**src/rtl/hamming_decoder.sv**
```systemverilog
`timescale 1ns/1ps
// Serial receiver for Hamming(136,128) frames: deserialises the MSB-first bit stream,
// computes the syndrome and corrects a single-bit error before presenting data in parallel.
module hamming_decoder #(
    parameter int N    = 128,
    parameter int K    = 8,
    parameter int SKIP = 1
) (
    input  logic         clk,
    input  logic         reset,
    input  logic         sig_in,
    input  logic         din,
    output logic [N:1]   dout,
    output logic         dout_valid,
    output logic [K-1:0] syndrome,
    output logic         err_corrected,
    output logic         err_uncorrectable,
    output logic         frame_err,
    output logic         busy
);

    localparam int L  = N + K;
    localparam int CW = $clog2(L + 1);
    localparam int SW = $clog2(SKIP + 1) + 1;

    typedef enum logic [2:0] {
        S_IDLE,
        S_SKIP,
        S_RECEIVE,
        S_SYND,
        S_CORRECT
    } state_t;

    state_t          state_q;
    logic            sig_prev_q;
    logic [CW-1:0]   bit_cnt_q;
    logic [SW-1:0]   skip_cnt_q;
    logic [L:1]      cw_q;
    logic [K-1:0]    syn_q;
    logic [N:1]      dout_q;
    logic [K-1:0]    syndrome_q;
    logic            err_corrected_q;
    logic            err_uncorrectable_q;
    logic            dout_valid_q;
    logic            frame_err_q;

    logic [K-1:0]    syn_d;
    logic [L:1]      fixed_d;
    logic [N:1]      data_d;
    logic            corr_d;
    logic            unc_d;
    logic            frame_start;

    // A frame may also start in CORRECT so that a single idle cycle between frames suffices.
    assign frame_start = sig_in && !sig_prev_q;

    always_comb begin : syndrome_calc
        syn_d = '0;
        for (int p = 1; p <= L; p++) begin
            if (cw_q[p]) syn_d = syn_d ^ K'(p);
        end
    end

    always_comb begin : correct_and_extract
        int j;
        // NOTE: every combinational output gets a default first so no latch is inferred.
        fixed_d = '0;
        data_d  = '0;
        j       = 1;
        // A syndrome beyond L matches no position, so the word passes through unchanged.
        for (int p = 1; p <= L; p++) begin
            fixed_d[p] = cw_q[p] ^ (syn_q == K'(p));
        end
        for (int p = 1; p <= L; p++) begin
            if ((p & (p - 1)) != 0) begin
                data_d[j] = fixed_d[p];
                j++;
            end
        end
        corr_d = (syn_q != '0) && (syn_q <= K'(L));
        unc_d  = (syn_q > K'(L));
    end

    // NOTE: all state updates use non-blocking assignments so every register sees pre-edge values.
    always_ff @(posedge clk) begin
        if (reset) begin
            state_q             <= S_IDLE;
            // Capturing sig_in here keeps a level still high from an aborted frame from restarting.
            sig_prev_q          <= sig_in;
            bit_cnt_q           <= '0;
            skip_cnt_q          <= '0;
            cw_q                <= '0;
            syn_q               <= '0;
            dout_q              <= '0;
            syndrome_q          <= '0;
            err_corrected_q     <= 1'b0;
            err_uncorrectable_q <= 1'b0;
            dout_valid_q        <= 1'b0;
            frame_err_q         <= 1'b0;
        end else begin
            sig_prev_q   <= sig_in;
            dout_valid_q <= 1'b0;
            frame_err_q  <= 1'b0;

            case (state_q)
                S_IDLE: ;
                S_SKIP: begin
                    if (!sig_in) begin
                        frame_err_q <= 1'b1;
                        state_q     <= S_IDLE;
                    end else if (skip_cnt_q == SW'(SKIP - 1)) begin
                        state_q <= S_RECEIVE;
                    end else begin
                        skip_cnt_q <= skip_cnt_q + SW'(1);
                    end
                end
                S_RECEIVE: begin
                    if (!sig_in) begin
                        frame_err_q <= 1'b1;
                        state_q     <= S_IDLE;
                    end else begin
                        cw_q      <= {cw_q[L-1:1], din};
                        bit_cnt_q <= bit_cnt_q + CW'(1);
                        if (bit_cnt_q == CW'(L - 1)) state_q <= S_SYND;
                    end
                end
                S_SYND: begin
                    syn_q   <= syn_d;
                    state_q <= S_CORRECT;
                end
                S_CORRECT: begin
                    dout_q              <= data_d;
                    syndrome_q          <= syn_q;
                    err_corrected_q     <= corr_d;
                    err_uncorrectable_q <= unc_d;
                    dout_valid_q        <= 1'b1;
                    state_q             <= S_IDLE;
                end
                default: state_q <= S_IDLE;
            endcase

            // The start edge itself is the first discarded setup bit.
            if ((state_q == S_IDLE || state_q == S_CORRECT) && frame_start) begin
                bit_cnt_q  <= '0;
                skip_cnt_q <= SW'(1);
                if (SKIP == 0) begin
                    cw_q      <= {cw_q[L-1:1], din};
                    bit_cnt_q <= CW'(1);
                    state_q   <= S_RECEIVE;
                end else if (SKIP == 1) begin
                    state_q <= S_RECEIVE;
                end else begin
                    state_q <= S_SKIP;
                end
            end
        end
    end

    assign dout              = dout_q;
    assign dout_valid        = dout_valid_q;
    assign syndrome          = syndrome_q;
    assign err_corrected     = err_corrected_q;
    assign err_uncorrectable = err_uncorrectable_q;
    assign frame_err         = frame_err_q;
    assign busy              = (state_q != S_IDLE);

endmodule

```
**config.mk**
```make
export PLATFORM = sky130hd
export DESIGN_NAME = hamming_decoder
export DESIGN_NICKNAME = d
export VERILOG_FILES = /design/src/rtl/hamming_decoder.sv
export SDC_FILE = /design/constraint.sdc
export NUM_CORES = 1
export LEC_CHECK = 0
export CORE_UTILIZATION = 44
export DETAILED_ROUTE_END_ITERATION = 10
export GPL_TIMING_DRIVEN = 0
export HOLD_SLACK_MARGIN = 0.08
export PLACE_DENSITY = 0.7
export SYNTH_ARGS = -nofsm -noshare
export SYNTH_HDL_FRONTEND = slang
export SYNTH_SLANG_ARGS = --single-unit
```
**constraint.sdc**
```tcl
create_clock -name clk -period 2.95 [get_ports clk]
set_input_delay 0.885 -clock clk [delete_from_list [all_inputs] [get_ports clk]]
set_output_delay 0.885 -clock clk [all_outputs]
set_load 0.01 [all_outputs]
```
Word level (Yosys, flattened, before mapping)
Cells that the tools add are included.
{ "op_classes": {"addsub": 2, "n_lt_le_gt_ge": 2, "eq_ne": 139, "n_mux": 148, "bitwise": 266, "reduce_logical": 19} }
{ "op_table": {"columns": ["operator", "n"], "rows": [
  ["equality test 8 x 7 -> 1 bit, second input constant", 63],
  ["two-way mux 7 bit", 64],
  ["equality test 8 x 6 -> 1 bit, second input constant", 31],
  ["two-way mux 6 bit", 32],
  ["inverter 4 bit", 36],
  ["XOR 1 bit", 128],
  ["equality test 8 x 5 -> 1 bit, second input constant", 15],
  ["inverter 3 bit", 38],
  ["inverter 5 bit", 21],
  ["two-way mux 5 bit", 16],
  ["equality test 8 bit, second input constant", 9],
  ["two-way mux 8 bit", 9],
  ["equality test 8 x 4 -> 1 bit, second input constant", 7],
  ["inverter 2 bit", 25],
  ["inverter 6 bit", 7],
  ["two-way mux 4 bit", 8],
  ["equality test 8 x 3 -> 1 bit, second input constant", 3],
  ["two-way mux 3 bit", 8],
  ["one-hot mux 3 bit (4 select lines)", 1],
  ["AND reduction 3 bit", 4],
  ["adder 8 x 1 -> 8 bit, second input constant", 1],
  ["equality test 8 x 2 -> 1 bit, second input constant", 1],
  ["> comparator 8 bit, second input constant", 1],
  ["<= comparator 8 bit, second input constant", 1],
  ["other kinds (22)", 47]
]} }
{ "totals": {"ff_bits": 298, "input_bits": 4, "out_inout_bits": 141, "wordCells": 590} }

Longest topological paths before layout
{ "depth": {"ltp_word": 264, "depth_mapped": 8, "depth_no_buf": 7} }

Least setup slack after synthesis
OpenSTA, ideal clock, no wires.
{ "synth_path": {"kind": "register to register", "startpoint": "register cw_q[124] (netlist name)", "endpoint": "register syn_q[3]", "setup_ns": 0.095, "arrival_ns": 2.151, "required_time_ns": 2.855, "slack_ns": 0.704, "path_stages_with_launch": 9, "n_path_buf": 1, "period_less_slack_ns": 2.246, "cell_sequence": "dfxtp_1 clkbuf_2 xor2_1 xnor2_2 xnor2_1 xnor2_2 xnor3_1 or4_1 o311ai_1"} }
{ "synth_via": {"elab_chain_len": 17} }
{ "synth_rtl": {"columns": ["element", "line_no", "rtl"], "rows": [
  ["start, declared", "38", "logic [L:1] cw_q;"],
  ["start signal, assigned", "122", "cw_q <= {cw_q[L-1:1], din};"],
  ["start signal, assigned", "147", "cw_q <= {cw_q[L-1:1], din};"],
  ["two-way mux 7 bit *", "60", "if (cw_q[p]) syn_d = syn_d ^ K'(p);"],
  ["inverter 6 bit (no line)", null, null],
  ["two-way mux 7 bit *", "60", null],
  ["inverter 6 bit (no line)", null, null],
  ["two-way mux 7 bit *", "60", null],
  ["inverter 7 bit (no line)", null, null],
  ["two-way mux 7 bit *", "60", null],
  ["two-way mux 8 bit * (8 in series)", "60", null],
  ["inverter 2 bit (no line)", null, null],
  ["two-way mux 8 bit *", "60", null],
  ["end signal, assigned", "128", "syn_q <= syn_d;"],
  ["end, declared", "39", "logic [K-1:0] syn_q;"]
]} }
Mark *: on every way between the ends. The rest lies on a longest branch, timed or not.
A chain may end at the register's enable or synchronous reset.

Final worst setup path
{ "layout_path": {"startpoint": "register syn_q[0]", "endpoint": "register dout_q (netlist bit dout[119])"} }
{ "layout_via": {"elab_chain_len": 2} }
{ "layout_rtl": {"columns": ["element", "line_no", "rtl"], "rows": [
  ["equality test 8 x 7 -> 1 bit", "72", "fixed_d[p] = cw_q[p] ^ (syn_q == K'(p));"],
  ["XOR 1 bit", "72", null],
  ["end signal, assigned", "132", "dout_q <= data_d;"],
  ["end, declared", "40", "logic [N:1] dout_q;"]
]} }
Every way passes these cells.

==> reports/results.env <==
FINALMAXSLEWVIOLATIONS=0
TIMING.CRITICAL_PATH.FROM_TYPE='flip-flop'
DRT-PASS1-ITER-COUNT=6
OUTCOME='completed'
P_LEAK_nW=5.59
NUMPLACEDINSTANCES=2384
CTS_SINKS=298
GRT_MAX_DEGREE=14
LAYOUT_MIN_CYCLE_TIME_PS=2860
NUM_VIAS=13200
WORSTREG2REGSTART='syn_q[0]'
GRT_FIRST_PASS_WIRELENGTH_UM=72800
MIN-DELAY-PATH-CLASS='flip-flop to flip-flop'
SYNTHESIS.AREA_UM2=14600
CTS.REPORTEDPATHS.CLKPINSLEW_PS=60
SYNTHESIS.INSTANCES=1789
UNREPAIRED_SETUP_ENDPOINTS_AFTER_GLOBAL_ROUTING='false'
FIN_WS_PS=87.8
SYNTH.NET_COUNT=1795
WORSTPATHARRIVAL_PS=3270
SYN_AREA_PER_CELL_UM2=8.17
YOSYSWARNINGS=0
IO_BUFFER_COUNT=143
GRT_UTIL_MET3=0.0425
FINAL_CELLS=2446
P_COMB_FRAC=0.019
WORST_CLOCK_SKEW_ON_THE_FINAL_LAYOUT_PS=13.0
POST_DRT_VIA_CELL_RATIO=5.41
MAX_SLEW_MARGIN=0.130
SETUP-VIOLATIONS-FINAL=0
YS_DOMINANT_REG_CELL='dfxtp_1'
ANTENNA-DIODE-COUNT=0
FP.DIEAREA_UM2=34000
CRIT_PATH_MAX_FANOUT=10
DIEWIDTH_UM=184
FINAL_ANTENNA_NET_COUNT=0
CRITPATHLAUNCH='syn_q[0]'
LAYOUT.CELL_AREA.NON_FILLER_UM2=17900
HPWLAFTERDP_UM=36400
P_INT_mW=6.70
POST-ROUTE-DRC-COUNT=0
REPORT.POWER.TOTAL_mW=8.53
SYNTH_SEQ_CELLS=298
GLOBALROUTE.BUSIESTLAYER='met2'
H-TREE-DEPTH=2
PROPORTION_OF_REGISTER_BITS_WITH_ASYNCHRONOUS_SET_OR_RESET_AFTER_SYNTHESIS=0
START_UTIL=0.448
REPORT.FINAL.HOLD_VIOL_COUNT=0
CTS_BUFFER_DEPTH=3
SYNTHDISTINCTLIBCELLS=37
INSERTION_DELAY_PS=520
MET1_USE_GR=0.380
GLOBALROUTE.TOTALOVERFLOW=0
ANTENNA_FOUND_INITIAL=0
SWITCHING_SHARE=0.215
POST_CTS_BUFFERS=0
GLOBALPLACE.CONGESTION=0.945
SWITCHINGPOWER_mW=1.84
END_KIND='flip-flop'
WORST_EP_REQUIRED_TIME_PS=3360
CTS_TREE='yes'
FIN_CRIT_SH=0.970
DRT_ITER0_MARKERS=1013
VIAS_IN_THE_FIRST_GLOBAL_ROUTE=12100
POWER.IR.VDD_WORST_mV=0.278
DRIVE_GT1_FRAC=0.0484
CLOCK_POWER_SHARE=0.509
POWER_FRAC_SEQ=0.472
MIN_FROM='syndrome[1]'
GLOBAL_ROUTE.USAGE.TOTAL=0.288
FINAL.FILL_COUNT=2959
MAX-CAP-VIOLATIONS=0
PRE_CTS_WS_PS=-745
FMAX_MHz=349
PIN_COUNT=145
FINAL_NETS=1985
DETAILED_ROUTE_WL_UM=49000
POWER-PER-CELL-AREA_nW_PER_UM2=476
CORE_FOOTPRINT_UM2=32600
DPL_CELL_AREA_UM2=16800
ROWS=66
SYNTH_SEQUENTIAL_AREA_RATIO=0.408
SYN_TO_FINAL_GROWTH_PCT=22.7
WORST_SLEW_PIN_SLEW_PS=1290
TIMING.SETUP.CRITICAL_PATH_CLASS='flip-flop to flip-flop'
CTS_MADE_BUFFERS=34
NUMBER_OF_FLOPS_MAPPED_TO_ENABLE_CELLS_BY_YOSYS=0
FP.DIEH_UM=184
GLOBAL_ROUTE.USAGE.MET2=0.467
TIMING.SETUP.TNS_PS=0
CLOCKROOTBUFFER='clkbuf_16'
AVGROUTEDWIREPERCELL_UM=20.0
## synth_stat cells, types with 2 or more instances
cell | n | area share
nor3b_1 | 3 | 0.0015
clkbuf_1 | 147 | 0.038
nand3_1 | 6 | 0.0021
nor4_1 | 4 | 0.0017
nor3_1 | 15 | 0.0051
buf_1 | 7 | 0.0018
nor2_1 | 163 | 0.042
clkbuf_2 | 6 | 0.0021
or3_1 | 41 | 0.018
nor2b_1 | 6 | 0.0026
o21ai_0 | 41 | 0.014
xor2_1 | 116 | 0.069
nand2_1 | 393 | 0.10
xnor2_1 | 197 | 0.12
a211oi_1 | 94 | 0.048
nand4_1 | 3 | 0.0013
or2_1 | 3 | 0.0013
or4_1 | 2 | 0.0010
buf_2 | 6 | 0.0021
a311oi_1 | 40 | 0.024
xnor2_2 | 2 | 0.0022
dfxtp_1 | 298 | 0.41
xnor3_1 | 21 | 0.032
ha_1 | 2 | 0.0017
inv_1 | 4 | 0.0010
nand2b_1 | 8 | 0.0034
a21oi_1 | 151 | 0.052
## registers in the layout, indices dropped and copies added (netlist names)
register,count
bit_cnt_q,8
cw_q,136
dout,128
dout_valid,1
err_corrected,1
err_uncorrectable,1
frame_err,1
sig_prev_q,1
skip_cnt_q,2
state_q,3
syn_q,8
syndrome,8
## layout make-up
type | instances | area, um^2 | share of cell area
plain buffers | 166 | 643 | 0.0358
clock buffers | 52 | 1050 | 0.0586
clock inverters | 9 | 101 | 0.00565
inverters | 4 | 15.0 | 0.000837
multi-input cells | 1321 | 8060 | 0.449
flip-flops and latches | 298 | 5970 | 0.332
well taps | 442 | 553 | 0.0308
repair buffers | 154 | 1560 | 0.0867
## worst max-delay path: stages (launching register included)
cell	delay, ps
dfxtp_1	330
clkbuf_1	410
nand2b_1	300
or2_1	510
clkbuf_1	700
o21ai_0	160
a311oi_1	330
## final timing paths
check	depth (start not counted)	endpoint	slack, ps
setup reg to reg	6	dout[119]	90
hold / removal	2	syndrome[1]	460
setup / recovery	6	dout[119]	90
hold reg to reg	2	syndrome[1]	460
## power by group through the flow
| stage | clock network (mW) | logic (mW) | registers, mW |
|---|---|---|---|
| after CTS | 4.38 | 0.159 | 4.03 |
| after global placement | 0 | 0.156 | 4.12 |
| after global routing | 4.55 | 0.177 | 4.03 |
| after floorplan | 0 | 0.102 | 4.12 |
| after detailed placement | 0 | 0.159 | 4.12 |
| final | 4.34 | 0.163 | 4.03 |
## logic make-up (layout without fill, tap and decap cells)
logic type	Yosys count	after routing	synth area share
XOR/XNOR	336	336	0.222
AO/OA/AOI/OAI	328	328	0.139
buffers and inverters	170	385	0.0447
AND/OR/NAND/NOR	654	654	0.184
adder cells (fa/ha/maj)	2	2	0.00171
flip-flops	298	298	0.408
multiplexers	1	1	0.000685
## metrics by stage
step	hold slack, ps	utilization
2_1_floorplan	446	-
3_3_place_gp	450	0.509
3_5_place_dp	453	0.514
4_1_cts	461	0.550
5_1_grt	488	0.550
6_report	459	0.550
## metal layers
| metal | up-vias | routed length, um | part of all wire |
|---|---|---|---|
| met1 | 6248 | 20900 | 0.43 |
| met4 | 0 | 1960 | 0.040 |
| met2 | 577 | 22500 | 0.46 |
| li1 | 6287 | - | - |
| met3 | 127 | 3660 | 0.075 |
| met5 | - | 0 | 0 |
## layout by cell type (no fill, tap or decap), types with 10 or more instances in the layout
| master | Yosys | routed |
|---|---|---|
| a211oi_1 | 94 | 94 |
| a21oi_1 | 151 | 151 |
| a311oi_1 | 40 | 40 |
| clkbuf_1 | 147 | 151 |
| clkbuf_16 | 0 | 37 |
| clkbuf_2 | 6 | 10 |
| clkdlybuf4s50_1 | 0 | 143 |
| dfxtp_1 | 298 | 298 |
| nand2_1 | 393 | 393 |
| nor2_1 | 163 | 159 |
| o21ai_0 | 41 | 41 |
| or3_1 | 41 | 41 |
| xnor2_1 | 197 | 197 |
| xnor3_1 | 21 | 21 |
| xor2_1 | 116 | 116 |
## repair_timing
| item | in CTS | in global routing |
|---|---|---|
| resized for setup | 2 | 8 |
| hold buffers | 0 | 0 |
| endpoints found under the setup margin | 108 | 156 |
Note: power is estimated with default switching activity, not from simulation.
